$ cat src/rtl/display_multiplex_bcd_pkg.sv
// Shared definitions for the multiplexed BCD display.
//   state_t       conversion FSM states
//   SEG_DIGIT     7-segment codes for digits 0..9, S[6:0] = {a,b,c,d,e,f,g}
//   SEG_BLANK     all segments off
//   SEG_DASH      segment g only
//   bcd_nibbles() number of BCD nibbles needed to hold a DATA_W-bit binary value
package display_multiplex_bcd_pkg;

    typedef enum logic [1:0] {IDLE, SHIFT, COMMIT} state_t;

    localparam logic [6:0] SEG_BLANK = 7'h00;
    localparam logic [6:0] SEG_DASH  = 7'h01;

    // Index 0 is the rightmost entry.
    localparam logic [9:0][6:0] SEG_DIGIT = {
        7'h7B, 7'h7F, 7'h70, 7'h5F, 7'h5B,
        7'h33, 7'h79, 7'h6D, 7'h30, 7'h7E
    };

    // ceil(data_w * 0.302 + 1), computed in integer thousandths.
    function automatic int bcd_nibbles(input int data_w);
        return (data_w * 302 + 1999) / 1000;
    endfunction

endpackage

$ cat src/rtl/display_multiplex_bcd_if.sv
// Request/display bundle for display_multiplex_bcd.
//   load, value, blank_zeros : driven by the requester (master)
//   S, AN, busy, done, ovf   : driven by the display block (slave)
interface display_multiplex_bcd_if #(
    parameter int N_DIGITS = 4,
    parameter int DATA_W   = 14
);
    logic                load;
    logic [DATA_W-1:0]   value;
    logic                blank_zeros;
    logic [6:0]          S;
    logic [N_DIGITS-1:0] AN;
    logic                busy;
    logic                done;
    logic                ovf;

    modport master (
        output load, value, blank_zeros,
        input  S, AN, busy, done, ovf
    );

    modport slave (
        input  load, value, blank_zeros,
        output S, AN, busy, done, ovf
    );
endinterface

$ cat src/rtl/display_multiplex_bcd_bcd_7seg.sv
// Combinational BCD digit to 7-segment encoder.
//   digit : BCD digit 0..9 (codes above 9 render blank)
//   blank : force all segments off
//   seg   : {a,b,c,d,e,f,g}, active-high
module bcd_7seg
    import display_multiplex_bcd_pkg::*;
(
    input  logic [3:0] digit,
    input  logic       blank,
    output logic [6:0] seg
);

    always_comb begin
        seg = SEG_BLANK;
        if (!blank && digit <= 4'd9) begin
            seg = SEG_DIGIT[digit];
        end
    end

endmodule

$ cat src/rtl/display_multiplex_bcd.sv
// Binary-to-BCD converter (double dabble, one bit per cycle) feeding a
// time-multiplexed 7-segment display.
//   clk, rst_n       : clock, synchronous active-low reset
//   bus.load/value   : one-cycle request to convert and show value
//   bus.blank_zeros  : live leading-zero blanking mode
//   bus.S / bus.AN   : registered segment pattern and one-hot digit enable
//   bus.busy / done  : conversion in progress / one-cycle commit pulse
//   bus.ovf          : displayed value does not fit in N_DIGITS digits
module display_multiplex_bcd
    import display_multiplex_bcd_pkg::*;
#(
    parameter int N_DIGITS = 4,
    parameter int DATA_W   = 14,
    parameter int SCAN_DIV = 1000
) (
    input  logic                   clk,
    input  logic                   rst_n,
    display_multiplex_bcd_if.slave bus
);

    localparam int NIB     = bcd_nibbles(DATA_W);
    // Scratch is widened to at least N_DIGITS nibbles so the commit slice is
    // always in range; the extra top nibbles simply stay zero.
    localparam int SCR_NIB = (NIB > N_DIGITS) ? NIB : N_DIGITS;
    localparam int CNT_W   = $clog2(DATA_W + 1);
    localparam int PRE_W   = $clog2(SCAN_DIV);
    localparam int IDX_W   = (N_DIGITS > 1) ? $clog2(N_DIGITS) : 1;

    state_t                     state, state_nxt;
    logic [DATA_W-1:0]          bin;
    logic [SCR_NIB-1:0][3:0]    scr, scr_adj;
    logic [4*SCR_NIB-1:0]       adj_flat;
    logic [CNT_W-1:0]           bit_cnt;
    logic [N_DIGITS-1:0][3:0]   digits;
    logic                       ovf_r, ovf_nxt, done_r;
    logic [PRE_W-1:0]           pre;
    logic [IDX_W-1:0]           idx;
    logic [N_DIGITS-1:0]        lead_zero, an_nxt, an_r;
    logic [3:0]                 cur_digit;
    logic                       cur_blank;
    logic [6:0]                 seg, s_r;

    // ---------------- conversion FSM ----------------
    always_ff @(posedge clk) begin
        if (!rst_n) state <= IDLE;
        else        state <= state_nxt;
    end

    always_comb begin
        state_nxt = state;
        case (state)
            IDLE:    if (bus.load) state_nxt = SHIFT;
            SHIFT:   if (bit_cnt == CNT_W'(DATA_W - 1)) state_nxt = COMMIT;
            COMMIT:  state_nxt = IDLE;
            default: state_nxt = IDLE;
        endcase
    end

    // Add-3 correction applied to every nibble before each shift.
    always_comb begin
        for (int i = 0; i < SCR_NIB; i++) begin
            scr_adj[i] = (scr[i] >= 4'd5) ? scr[i] + 4'd3 : scr[i];
        end
        adj_flat = scr_adj;
    end

    // Any nonzero nibble beyond the visible digits means overflow.
    always_comb begin
        ovf_nxt = 1'b0;
        for (int i = N_DIGITS; i < SCR_NIB; i++) begin
            ovf_nxt = ovf_nxt | (scr[i] != 4'd0);
        end
    end

    always_ff @(posedge clk) begin
        if (!rst_n) begin
            bin     <= '0;
            scr     <= '0;
            bit_cnt <= '0;
            digits  <= '0;
            ovf_r   <= 1'b0;
            done_r  <= 1'b0;
        end else begin
            done_r <= (state == COMMIT);
            case (state)
                IDLE: begin
                    if (bus.load) begin
                        bin     <= bus.value;
                        scr     <= '0;
                        bit_cnt <= '0;
                    end
                end
                SHIFT: begin
                    scr     <= {adj_flat[4*SCR_NIB-2:0], bin[DATA_W-1]};
                    bin     <= {bin[DATA_W-2:0], 1'b0};
                    bit_cnt <= bit_cnt + 1'b1;
                end
                COMMIT: begin
                    digits <= scr[N_DIGITS-1:0];
                    ovf_r  <= ovf_nxt;
                end
                default: ;
            endcase
        end
    end

    // ---------------- scan / display ----------------
    // lead_zero[i]: digit i and every more-significant digit are zero.
    always_comb begin
        lead_zero = '0;
        lead_zero[N_DIGITS-1] = (digits[N_DIGITS-1] == 4'd0);
        for (int i = N_DIGITS - 2; i >= 0; i--) begin
            lead_zero[i] = lead_zero[i+1] && (digits[i] == 4'd0);
        end
    end

    always_comb begin
        for (int i = 0; i < N_DIGITS; i++) begin
            an_nxt[i] = (idx == IDX_W'(i));
        end
    end

    assign cur_digit = digits[idx];
    assign cur_blank = bus.blank_zeros && (idx != '0) && lead_zero[idx];

    bcd_7seg u_enc (
        .digit (cur_digit),
        .blank (cur_blank),
        .seg   (seg)
    );

    always_ff @(posedge clk) begin
        if (!rst_n) begin
            pre  <= '0;
            idx  <= '0;
            s_r  <= '0;
            an_r <= '0;
        end else begin
            if (pre == PRE_W'(SCAN_DIV - 1)) begin
                pre <= '0;
                idx <= (idx == IDX_W'(N_DIGITS - 1)) ? '0 : idx + 1'b1;
            end else begin
                pre <= pre + 1'b1;
            end
            s_r  <= ovf_r ? SEG_DASH : seg;
            an_r <= an_nxt;
        end
    end

    assign bus.S    = s_r;
    assign bus.AN   = an_r;
    assign bus.busy = (state != IDLE);
    assign bus.done = done_r;
    assign bus.ovf  = ovf_r;

endmodule

$ cat src/flat_wrapper.sv
// flat-port wrapper written by rule: the top's interface ports become plain ports
module display_multiplex_bcd_flat import display_multiplex_bcd_pkg::*;
#(
    parameter int N_DIGITS = 4,
    parameter int DATA_W   = 14,
    parameter int SCAN_DIV = 1000
)
  (clk, rst_n, bus_load, bus_value, bus_blank_zeros, bus_S, bus_AN, bus_busy, bus_done, bus_ovf);
  display_multiplex_bcd_if #(.N_DIGITS(N_DIGITS), .DATA_W(DATA_W)) bus_i ();
  input  logic clk;
  input  logic rst_n;
  input wire logic [$bits(bus_i.load)-1:0] bus_load;
  input wire logic [$bits(bus_i.value)-1:0] bus_value;
  input wire logic [$bits(bus_i.blank_zeros)-1:0] bus_blank_zeros;
  output wire logic [$bits(bus_i.S)-1:0] bus_S;
  output wire logic [$bits(bus_i.AN)-1:0] bus_AN;
  output wire logic [$bits(bus_i.busy)-1:0] bus_busy;
  output wire logic [$bits(bus_i.done)-1:0] bus_done;
  output wire logic [$bits(bus_i.ovf)-1:0] bus_ovf;
  assign bus_i.load = bus_load;
  assign bus_i.value = bus_value;
  assign bus_i.blank_zeros = bus_blank_zeros;
  assign bus_S = bus_i.S;
  assign bus_AN = bus_i.AN;
  assign bus_busy = bus_i.busy;
  assign bus_done = bus_i.done;
  assign bus_ovf = bus_i.ovf;
  display_multiplex_bcd #(.N_DIGITS(N_DIGITS), .DATA_W(DATA_W), .SCAN_DIV(SCAN_DIV)) u_core (.clk(clk), .rst_n(rst_n), .bus(bus_i));
endmodule
$ cat config.mk
export PLATFORM = sky130hd
export DESIGN_NAME = display_multiplex_bcd_flat
export DESIGN_NICKNAME = d
export VERILOG_FILES = /design/src/rtl/display_multiplex_bcd_pkg.sv /design/src/rtl/display_multiplex_bcd_if.sv /design/src/rtl/display_multiplex_bcd_bcd_7seg.sv /design/src/rtl/display_multiplex_bcd.sv /design/src/flat_wrapper.sv
export SDC_FILE = /design/constraint.sdc
export NUM_CORES = 1
export LEC_CHECK = 0
export CORE_MARGIN = 1.5
export CORE_UTILIZATION = 58
export DETAILED_ROUTE_END_ITERATION = 16
export PLACE_DENSITY = 0.91
export SLEW_MARGIN = 20
export SYNTH_ARGS = -nofsm -noshare
export SYNTH_HDL_FRONTEND = slang
export SYNTH_SLANG_ARGS = --single-unit
$ cat constraint.sdc
create_clock -name clk -period 2.9 [get_ports clk]
set_input_delay 0.29 -clock clk [delete_from_list [all_inputs] [get_ports clk]]
set_output_delay 0.29 -clock clk [all_outputs]
set_load 0.01 [all_outputs]
==> results of run 1 <==
[synthesized netlist by cell type (2+ instances only)]
library cell   n  area share, %
and3_1         5           0.75
nor2_1        33            3.0
ha_1          27            8.1
nor2b_1       20            3.0
mux4_2         2            1.1
mux4_1         2            1.3
mux2i_1        6            1.4
a21oi_1       25            3.0
buf_6          2           0.54
nor3_1        10            1.2
dfxtp_1       85             41
nand2_1       63            5.7
or3_1          2           0.30
xor2_1         5            1.1
clkbuf_1      22            2.0
a21boi_0      22            4.0
xnor2_1       11            2.3
o21ai_0       45            5.4
a31oi_1        2           0.30
o21ai_1        2           0.24
nand2b_1      11            1.7
clkinv_1       2           0.18
nand3_1        9            1.1
a22oi_1       16            2.9
and2_1        11            1.7
inv_1         19            1.7
nor4_1         4           0.60
mux2_2         3           0.81
[how the worst max path moves through the flow]
stage,from,end,slack [ps],depth (start not counted)
floorplan,u_core.idx[0]$_SDFFE_PN0P_,u_core.bus.S[2]$_SDFF_PP0_,550,9
global placement,u_core.idx[0]$_SDFFE_PN0P_,u_core.bus.S[2]$_SDFF_PP0_,400,8
detailed placement,u_core.idx[0]$_SDFFE_PN0P_,u_core.bus.S[2]$_SDFF_PP0_,290,8
CTS,u_core.idx[0]$_SDFFE_PN0P_,u_core.bus.S[2]$_SDFF_PP0_,270,8
global route,u_core.idx[0]$_SDFFE_PN0P_,u_core.bus.S[2]$_SDFF_PP0_,80,8
finish,u_core.idx[0]$_SDFFE_PN0P_,u_core.bus.S[2]$_SDFF_PP0_,250,8
[cell type report]
cell class	count	area, um2
multi-input cells	352	2260
repair buffers	38	358
clock buffers	9	124
inverters	21	78.8
flip-flops and latches	85	1700
well taps	96	120
clock inverters	7	73.8
fillers	538	2150
[cell usage in the layout, fill, tap and decap left out, drive strengths merged, types with 16 or more instances in the layout]
cell           count
nor2b             20
a22oi             16
inv               21
nor2              34
dfxtp             85
a21oi             25
a21boi            23
clkdlybuf4s50     30
nand2             63
o21ai             47
ha                27
[kinds of logic (layout without fill, tap and decap cells)]
kind of cell	after synthesis	after routing	share of synthesized area, %
xor gates and xnor gates	16	16	3.38
adders and majority gates	27	27	8.14
muxes	13	13	4.61
DFF	85	85	41.0
AOI/OAI and AO/OA	122	122	18.1
buffers and inverters	46	75	4.52
and+or+nand+nor	174	174	20.2
[per-layer routing]
| metal | GRT usage [%] | wire (um) | up-vias |
|---|---|---|---|
| met3 | 6.31 | 337 | 13 |
| met1 | 26.9 | 3720 | 1632 |
| met2 | 42.1 | 4310 | 92 |
| li1 | - | - | 1699 |
| met5 | 0 | 0 | - |
| met4 | 7.79 | 131 | 0 |
[flip-flops by register name, indices dropped and copies added (netlist names)]
signal / cells
u_core.bus.AN: 4
u_core.bus.done: 1
u_core.bin: 14
u_core.scr: 24
u_core.idx: 2
u_core.state: 2
u_core.bit_cnt: 4
u_core.pre: 10
u_core.digits: 16
u_core.bus.S: 7
u_core.bus.ovf: 1
[power groups by stage]
| stage | logic (mW) | registers, mW | clock network, mW |
|---|---|---|---|
| 6_report | 0.158 | 1.21 | 0.844 |
| 5_1_grt | 0.174 | 1.21 | 0.899 |
| 4_1_cts | 0.158 | 1.21 | 0.850 |
| 3_5_place_dp | 0.157 | 1.24 | 0 |
| 3_3_place_gp | 0.151 | 1.23 | 0 |
| 2_1_floorplan | 0.0935 | 1.24 | 0 |
==> results_dict.tcl, run 1 <==
set metrics [dict create \
    cap_violations 0 \
    p_sw_share_pct 24.5 \
    start_util_pct 60.4 \
    clock_latency_ps 360 \
    num_vias 3436 \
    dp.cells 592 \
    ios 32 \
    drive_gt1_share_pct 6.64 \
    setup_viol 0 \
    p_per_area_nw_per_um2 469 \
    antenna_found_initial 0 \
    areaGrowthSynthToFinish_pct 13.7 \
    grtUsageTotal_pct 23.4 \
    wl_per_cell_um 14.0 \
    syn_nets 528 \
    ctsRootBufferMaster "clkbuf_8" \
    synth_area_um2 4150 \
    dpl.hpwl_um 5810 \
    fin_util_pct 68.7 \
    place_ws_ps 295 \
    rr_endpoint "u_core.bus.S[2]$_SDFF_PP0_" \
    clockPowerShare_pct 38.2 \
    switchingPower_mw 0.542 \
    ir_drop_v 0.000354 \
    yosysSeqAreaShare_pct 41.0 \
    die_h_um 87.6 \
    holdBufCountCts 0 \
    worst_slew_pin_slew_ps 601 \
    finalHoldViolCount 0 \
    wl_um 8500 \
    comb_power_share_pct 7.1 \
    cts_num_sinks 85 \
    reg2reg_from "u_core.idx[0]$_SDFFE_PN0P_" \
    grt_pass1_wl_um 14200 \
    p_leak_nw 1.75 \
    path_max_fanout 9 \
    final_antenna_net_count 0 \
    rsz0062_at_grt "no" \
    port_buffers 31 \
    tritoncts "built" \
    crit_path_start_kind "register" \
    cts_setup_buffers 0 \
    grt_pass1_vias 3214 \
    async_reset_ff_share_pct 0 \
    drt-vias-per-instance 5.65 \
    r2r_slack_ps 250 \
    die_w_um 87.6 \
    hold_end "u_core.bus.S[0]$_SDFF_PN0_" \
    postCtsResizedCells 0 \
    r2r_cells 8 \
    syn_area_per_cell_um2 8.59 \
    drv_slew 0 \
    gp_congestion 0.922 \
    crit_top_cell "nor2_1" \
    worst_slack_ps 254 \
    period_share_pct 91.2 \
    die_area_um2 7670 \
    layout.nets 552 \
    post-route-min-period_ps 2650 \
    drc_errors 0 \
    critical_path_buf_inv_count 1 \
    ys.flop_type "dfxtp_1" \
    antenna_cells 0 \
    power.internal_mw 1.67 \
    cp_cell_sequence "mux4_1 -> inv_1 -> ha_1 -> nor2_1 -> nor2_2 -> nor2_1 -> or4b_4 -> a221oi_2" \
    placed_area_um2 4520 \
    fin_setup_tns_ps 0 \
    design_area_um2 4720 \
    status "complete, no violations" \
    skew_ps 6.57 \
    synth_edf_count 0 \
    min_from "rst_n" \
    p_total_mw 2.21 \
    path_delay_family "simple AND/OR/NAND/NOR gates" \
    drt-pass1-iter-count 4 \
    min_path_type "primary input to register" \
    whs_path_depth 2 \
    layoutNonFillerInstCount 608 \
    cp.required_ps 3190 \
    drt_iter0_drc 201 \
    cts.reportedPaths.clkPinSlew_ps 90 \
    holdWs_ps 374 \
    rows 30 \
    synth_cells 483 \
    core_um2 6870 \
    arrival_ps 2930 \
    synth_seq_cells 85 \
    seqPwrFrac_pct 54.7 \
    htreeDepth 3 \
    slowest_delay_ps 720 \
    timing.slew.headroom_pct 59.8 \
    cts_buffers 9 \
    synth_warnings 0 \
    gr-total-overflow 0 \
    worstSetupPathType "register to register" \
    critical-path-slowest-cell "mux4_1" \
    fmax_mhz 378 \
    cts_buffer_depth 2 \
    crit_path_end_kind "register" \
    grt_max_degree 30 \
    synthDistinctLibCells 45 \
]
No activity file was read; power rests on OpenSTA's default activity.
==> run 2, diff against run 1 <==
CORE_UTILIZATION = 60   (was 58)
CTS_BUF_LIST = sky130_fd_sc_hd__clkbuf_8   (was default)
PLACE_DENSITY = 0.94   (was 0.91)
==> run 2 against run 1 <==
Effect of this change:
- global-route usage is 0.32 points higher
- fmax is 1.1% lower
- critical path depth unchanged
- critical endpoint unchanged
- via count grew 0.49%
- utilization rose by 1.1 points
- clock skew rose by 7.6 ps
- power increased by 0.63%
==> results_dict.tcl, run 2 (synthesized netlist as in run 1, its figures left out) <==
set metrics [dict create \
    status "complete, no violations" \
    dr_wl_met2_um 4370 \
    critical_path_buf_inv_count 1 \
    cp_cell_sequence "mux4_1 -> inv_1 -> ha_1 -> nor2_1 -> nor2_2 -> nor2_1 -> or4b_4 -> a221oi_2" \
    fmax_mhz 374 \
    dpl.hpwl_um 5650 \
    drive_gt1_share_pct 6.82 \
    wl_um 8270 \
    critical-path-slowest-cell "mux4_1" \
    cap_violations 0 \
    final_antenna_net_count 0 \
    post-route-min-period_ps 2680 \
    skew_ps 14.2 \
    placed_area_um2 4510 \
    design_area_um2 4720 \
    regArea_um2 1700 \
    wl_per_cell_um 13.9 \
    ios 32 \
    areaGrowthSynthToFinish_pct 13.7 \
    cp.required_ps 3170 \
    setup_viol 0 \
    crit_path_start_kind "register" \
    largest_reg_flops 24 \
    grtUsageTotal_pct 23.7 \
    fillers 488 \
    crit_top_cell "nor2_1" \
    clock_latency_ps 360 \
    grt_max_degree 40 \
    rows 30 \
    min_from "rst_n" \
    fin_util_pct 69.8 \
    crit_path_end_kind "register" \
    path_max_fanout 9 \
    fin_setup_tns_ps 0 \
    arrival_ps 2950 \
    rsz0062_at_grt "no" \
    start_util_pct 61.4 \
    num_vias 3453 \
    drv_slew 0 \
    postCtsResizedCells 0 \
    p_per_area_nw_per_um2 472 \
    tritoncts "built" \
    drt_iter0_drc 219 \
    die_w_um 86.2 \
    antenna_cells 0 \
    top_layer "met4" \
    cts.reportedPaths.clkPinSlew_ps 90 \
    port_buffers 31 \
    gr-total-overflow 0 \
    holdBufCountCts 0 \
    timing.slew.headroom_pct 63.3 \
    reg2reg_from "u_core.idx[0]$_SDFFE_PN0P_" \
    drc_errors 0 \
    path_delay_family "simple AND/OR/NAND/NOR gates" \
    cts_buffers 9 \
    cts_buffer_depth 2 \
    top_register "u_core.scr" \
    p_total_mw 2.23 \
    worstSetupPathType "register to register" \
    period_share_pct 92.3 \
    drt-pass1-iter-count 4 \
    min_path_type "primary input to register" \
    worst_slew_pin_slew_ps 549 \
    finalHoldViolCount 0 \
    grt_pass1_wl_um 14300 \
    most-common-layout-cells "85 x dfxtp_1, 63 x nand2_1, 45 x o21ai_0, 33 x nor2_1, 30 x clkdlybuf4s50_1" \
    core_um2 6760 \
    grt_pass1_vias 3411 \
    reg.largest.list "u_core.scr: 24 flops, u_core.digits: 16 flops, u_core.bin: 14 flops" \
    ir_drop_v 0.000431 \
    wl_met3_um 315 \
    worstSetupStartpoint "u_core.idx[0]$_SDFFE_PN0P_" \
    multi_input_area_um2 2260 \
    die_area_um2 7430 \
    drt-vias-per-instance 5.82 \
    layout.nets 553 \
    final_common_cell "dfxtp_1" \
    p_leak_nw 1.76 \
    cts_setup_buffers 0 \
    ctsRootBufferMaster "clkbuf_8" \
    gp_congestion 0.925 \
    antenna_found_initial 0 \
    die_h_um 86.2 \
    wl_met1_um 3480 \
    holdWs_ps 448 \
    htreeDepth 3 \
    cts_num_sinks 85 \
    slowest_delay_ps 710 \
]
run 2: cell types whose count changed in the layout (fill, tap and decap cells not counted):
cell / previous run / this run
clkbuf_8: 9 / 10
clkinv_4: 1 / 4
clkinv_2: 2 / 0
buf_4: 7 / 8
inv_6: 2 / 0
run 2: area by class of cell:
type,count,area share (%)
Multi-Input combinational cell,352,47.9
Inverter,21,1.67
Sequential cell,85,36.1
Clock inverter,6,1.54
Clock buffer,10,2.92
Tap cell,80,2.12
Timing Repair Buffer,39,7.75
run 2: power breakdown:
part	internal [mW]	leakage (nW)	switching, mW	total [mW]
clock network	0.427	0.103	0.431	0.858
logic	0.0738	0.966	0.0846	0.158
registers	1.20	0.692	0.0145	1.21
run 2: stage by stage:
step / instances / setup WS, ps
2_1_floorplan: 483 / 552
3_3_place_gp: 577 / 401
3_5_place_dp: 577 / 289
4_1_cts: 593 / 271
5_1_grt: 593 / 110
6_report: 593 / 225
run 2: worst register-to-register path, stage by stage (launching register included):
cell and delay (ps):
dfxtp_1 570, mux4_1 710, inv_1 180, ha_1 190, nor2_1 60, nor2_2 110
nor2_1 70, or4b_4 520, a221oi_2 170
run 2: final timing paths:
| kind | to | slack (ps) | depth (start not counted) |
|---|---|---|---|
| hold / removal | u_core.bus.S[0]$_SDFF_PN0_ | 450 | 2 |
| setup reg to reg | u_core.bus.S[2]$_SDFF_PP0_ | 220 | 8 |
| hold reg to reg | u_core.pre[0]$_SDFF_PP0_ | 450 | 1 |
| setup / recovery | u_core.bus.S[2]$_SDFF_PP0_ | 220 | 8 |
run 2: per-layer routing:
layer	GRT usage, %	vias to the layer above
li1	-	1702
met1	25.6	1661
met2	44.3	79
met3	5.90	11
met4	9.53	0
met5	0	-
==> run 3, diff against run 2 <==
SYNTH_HIERARCHICAL = 1   (was default)
==> run 3 against run 2 <==
Effect of this change:
- final cell count shrank 1.2%
- critical path depth shrank 1
- via count shrank 2.1%
- fmax grew 17%
- sequential cell count is the same
- die area shrank 0.71%
- clock skew shrank 5.8 ps
- register-to-register slack gained 400 ps
- clock-buffer cell count is the same
- global-route usage shrank 0.31 points
- combinational power shrank 5%
- cell area shrank 1.2%
- critical endpoint is now u_core/bus.S[3]$_SDFF_PP0_
- largest power group unchanged
- highest routed layer unchanged
==> results_dict.tcl, run 3 <==
set metrics [dict create \
    cts_num_sinks 85 \
    design_area_um2 4660 \
    drt_iter0_drc 230 \
    clockPowerShare_pct 38.0 \
    cp.required_ps 3150 \
    fmax_mhz 439 \
    min_path_type "register to register" \
    antenna_cells 0 \
    synth_common_cells "85 x dfxtp_1, 71 x nand2_1, 49 x a21oi_1" \
    synth_top_area_share_pct 41.3 \
    hold_end "u_core/pre[0]$_SDFF_PP0_" \
    min_from "u_core/pre[0]$_SDFF_PP0_" \
    cts_buffer_depth 2 \
    crit_path_end_kind "register" \
    antenna_found_initial 0 \
    cp_cell_sequence "mux4_2 -> inv_1 -> ha_1 -> nand2b_1 -> a21oi_1 -> nor2_1 -> and2_1" \
    ys.flop_type "dfxtp_1" \
    status "complete, no violations" \
    synth_area_leaders "dfxtp_1 41%, ha_1 8.2%, nand2_1 6.5%" \
    die_h_um 85.9 \
    grt_pass1_vias 3179 \
    ctsRootBufferMaster "clkbuf_8" \
    ir_drop_v 0.000413 \
    drive_gt1_share_pct 9.88 \
    dpl.hpwl_um 5800 \
    synth_top_area_cell "dfxtp_1" \
    die_w_um 85.9 \
    core_um2 6720 \
    grtUsageTotal_pct 23.4 \
    p_per_area_nw_per_um2 474 \
    seqPwrFrac_pct 55.2 \
    synth_edf_count 0 \
    yosysSeqAreaShare_pct 41.3 \
    postCtsResizedCells 0 \
    num_vias 3382 \
    synth.most_common_cell "dfxtp_1" \
    syn_area_per_cell_um2 8.62 \
    holdWs_ps 460 \
    grt_pass1_wl_um 14000 \
    async_reset_ff_share_pct 0 \
    dp.cells 570 \
    cts_buffers 9 \
    rr_endpoint "u_core/bus.S[3]$_SDFF_PP0_" \
    drv_slew 0 \
    whs_path_depth 1 \
    wl_um 8160 \
    cts.reportedPaths.clkPinSlew_ps 80 \
    synthDistinctLibCells 48 \
    port_buffers 31 \
    setup_viol 0 \
    finalHoldViolCount 0 \
    p_total_mw 2.21 \
    synth_cells 478 \
    clock_latency_ps 350 \
    gr-total-overflow 0 \
    ios 32 \
    path_max_fanout 10 \
    rsz0062_at_grt "no" \
    slowest_delay_ps 640 \
    gp_congestion 0.921 \
    crit_path_start_kind "register" \
    final_common_cell "dfxtp_1" \
    layout.nets 546 \
    placed_area_um2 4460 \
    r2r_cells 7 \
    skew_ps 8.34 \
    worst_slack_ps 621 \
    worstSetupPathType "register to register" \
    wl_per_cell_um 13.9 \
    tritoncts "built" \
    fin_util_pct 69.3 \
    r2r_slack_ps 620 \
    switchingPower_mw 0.515 \
    critical-path-slowest-cell "mux4_2" \
    areaGrowthSynthToFinish_pct 13.1 \
    final_antenna_net_count 0 \
    drt-pass1-iter-count 4 \
    cap_violations 0 \
    layoutNonFillerInstCount 586 \
    arrival_ps 2530 \
    p_leak_nw 1.74 \
    period_share_pct 78.6 \
    comb_power_share_pct 6.8 \
    post-route-min-period_ps 2280 \
    cts_setup_buffers 0 \
    p_sw_share_pct 23.3 \
    worst_slew_pin_slew_ps 803 \
    start_util_pct 61.3 \
    grt_max_degree 29 \
    drc_errors 0 \
    drt-vias-per-instance 5.77 \
    htreeDepth 3 \
    timing.slew.headroom_pct 46.3 \
    fin_setup_tns_ps 0 \
    die_area_um2 7370 \
    largest_reg_flops 24 \
    top_register "u_core/scr" \
    synth_warnings 6 \
    reg.largest.list "u_core/scr: 24 flops, u_core/digits: 16 flops, u_core/bin: 14 flops" \
    critical_path_buf_inv_count 1 \
    reg2reg_from "u_core/idx[0]$_SDFFE_PN0N_" \
    power.internal_mw 1.69 \
    path_delay_family "multiplexers" \
    syn_nets 523 \
    rows 30 \
    synth_seq_cells 85 \
    holdBufCountCts 0 \
    place_ws_ps 623 \
    synth_area_um2 4120 \
    most-common-layout-cells "85 x dfxtp_1, 71 x nand2_1, 49 x a21oi_1, 32 x nor2_1, 31 x clkdlybuf4s50_1" \
]
==> run 3: cell count changes in the layout (fill, tap and decap cells not counted), sizes merged, moves of 5 or more <==
cell	previous run	this run
nand2	63	71
o21ai	47	28
a21oi	25	51
inv	19	26
nand3	9	14
a21boi	23	0
o221a	0	10
nor2b	20	12
a22oi	16	1
==> run 3: logic make-up after synthesis <==
group                    share of synthesized area [%]
AND/OR/NAND/NOR                                   22.3
adder cells (fa/ha/maj)                           8.20
flip-flops                                        41.3
XOR/XNOR                                          2.98
buffers and inverters                             4.77
multiplexers                                      4.01
AO/OA/AOI/OAI                                     16.4
==> run 3: final cells by class <==
cell class                      instances  area, um2
Multi-Input combinational cell        346       2220
Inverter                               23       86.3
Timing Repair Buffer                   36        348
Tap cell                               80        100
Clock buffer                           10        138
Fill cell                             485       2060
Sequential cell                        85       1700
Clock inverter                          6       63.8
==> run 3: routing by layer <==
layer | share of wire (%) | GRT usage, % | wire [um] | vias to the layer above
met4 | 1.6 | 8.06 | 129 | 0
li1 | - | - | - | 1680
met1 | 43 | 27.4 | 3490 | 1617
met5 | 0 | 0 | 0 | -
met2 | 52 | 41.4 | 4210 | 71
met3 | 4.0 | 6.26 | 323 | 14
==> run 3: power groups by stage <==
stage	registers [mW]	logic [mW]	clock network (mW)
6_report	1.22	0.150	0.839
5_1_grt	1.23	0.167	0.909
4_1_cts	1.22	0.151	0.857
3_5_place_dp	1.25	0.150	0
3_3_place_gp	1.25	0.144	0
2_1_floorplan	1.24	0.0973	0
==> run 3: worst max-delay path by stage <==
stage / from / endpoint / cells after the start / slack, ps
3_5_place_dp: rst_n / u_core/scr[19]$_SDFFE_PN0P_ / 5 / 620
6_report: u_core/idx[0]$_SDFFE_PN0N_ / u_core/bus.S[3]$_SDFF_PP0_ / 7 / 620
4_1_cts: u_core/idx[0]$_SDFFE_PN0N_ / u_core/bus.S[3]$_SDFF_PP0_ / 7 / 610
3_3_place_gp: rst_n / u_core/scr[15]$_SDFFE_PN0P_ / 5 / 720
2_1_floorplan: u_core/idx[0]$_SDFFE_PN0N_ / u_core/bus.S[3]$_SDFF_PP0_ / 8 / 900
5_1_grt: u_core/idx[0]$_SDFFE_PN0N_ / u_core/bus.S[3]$_SDFF_PP0_ / 7 / 420
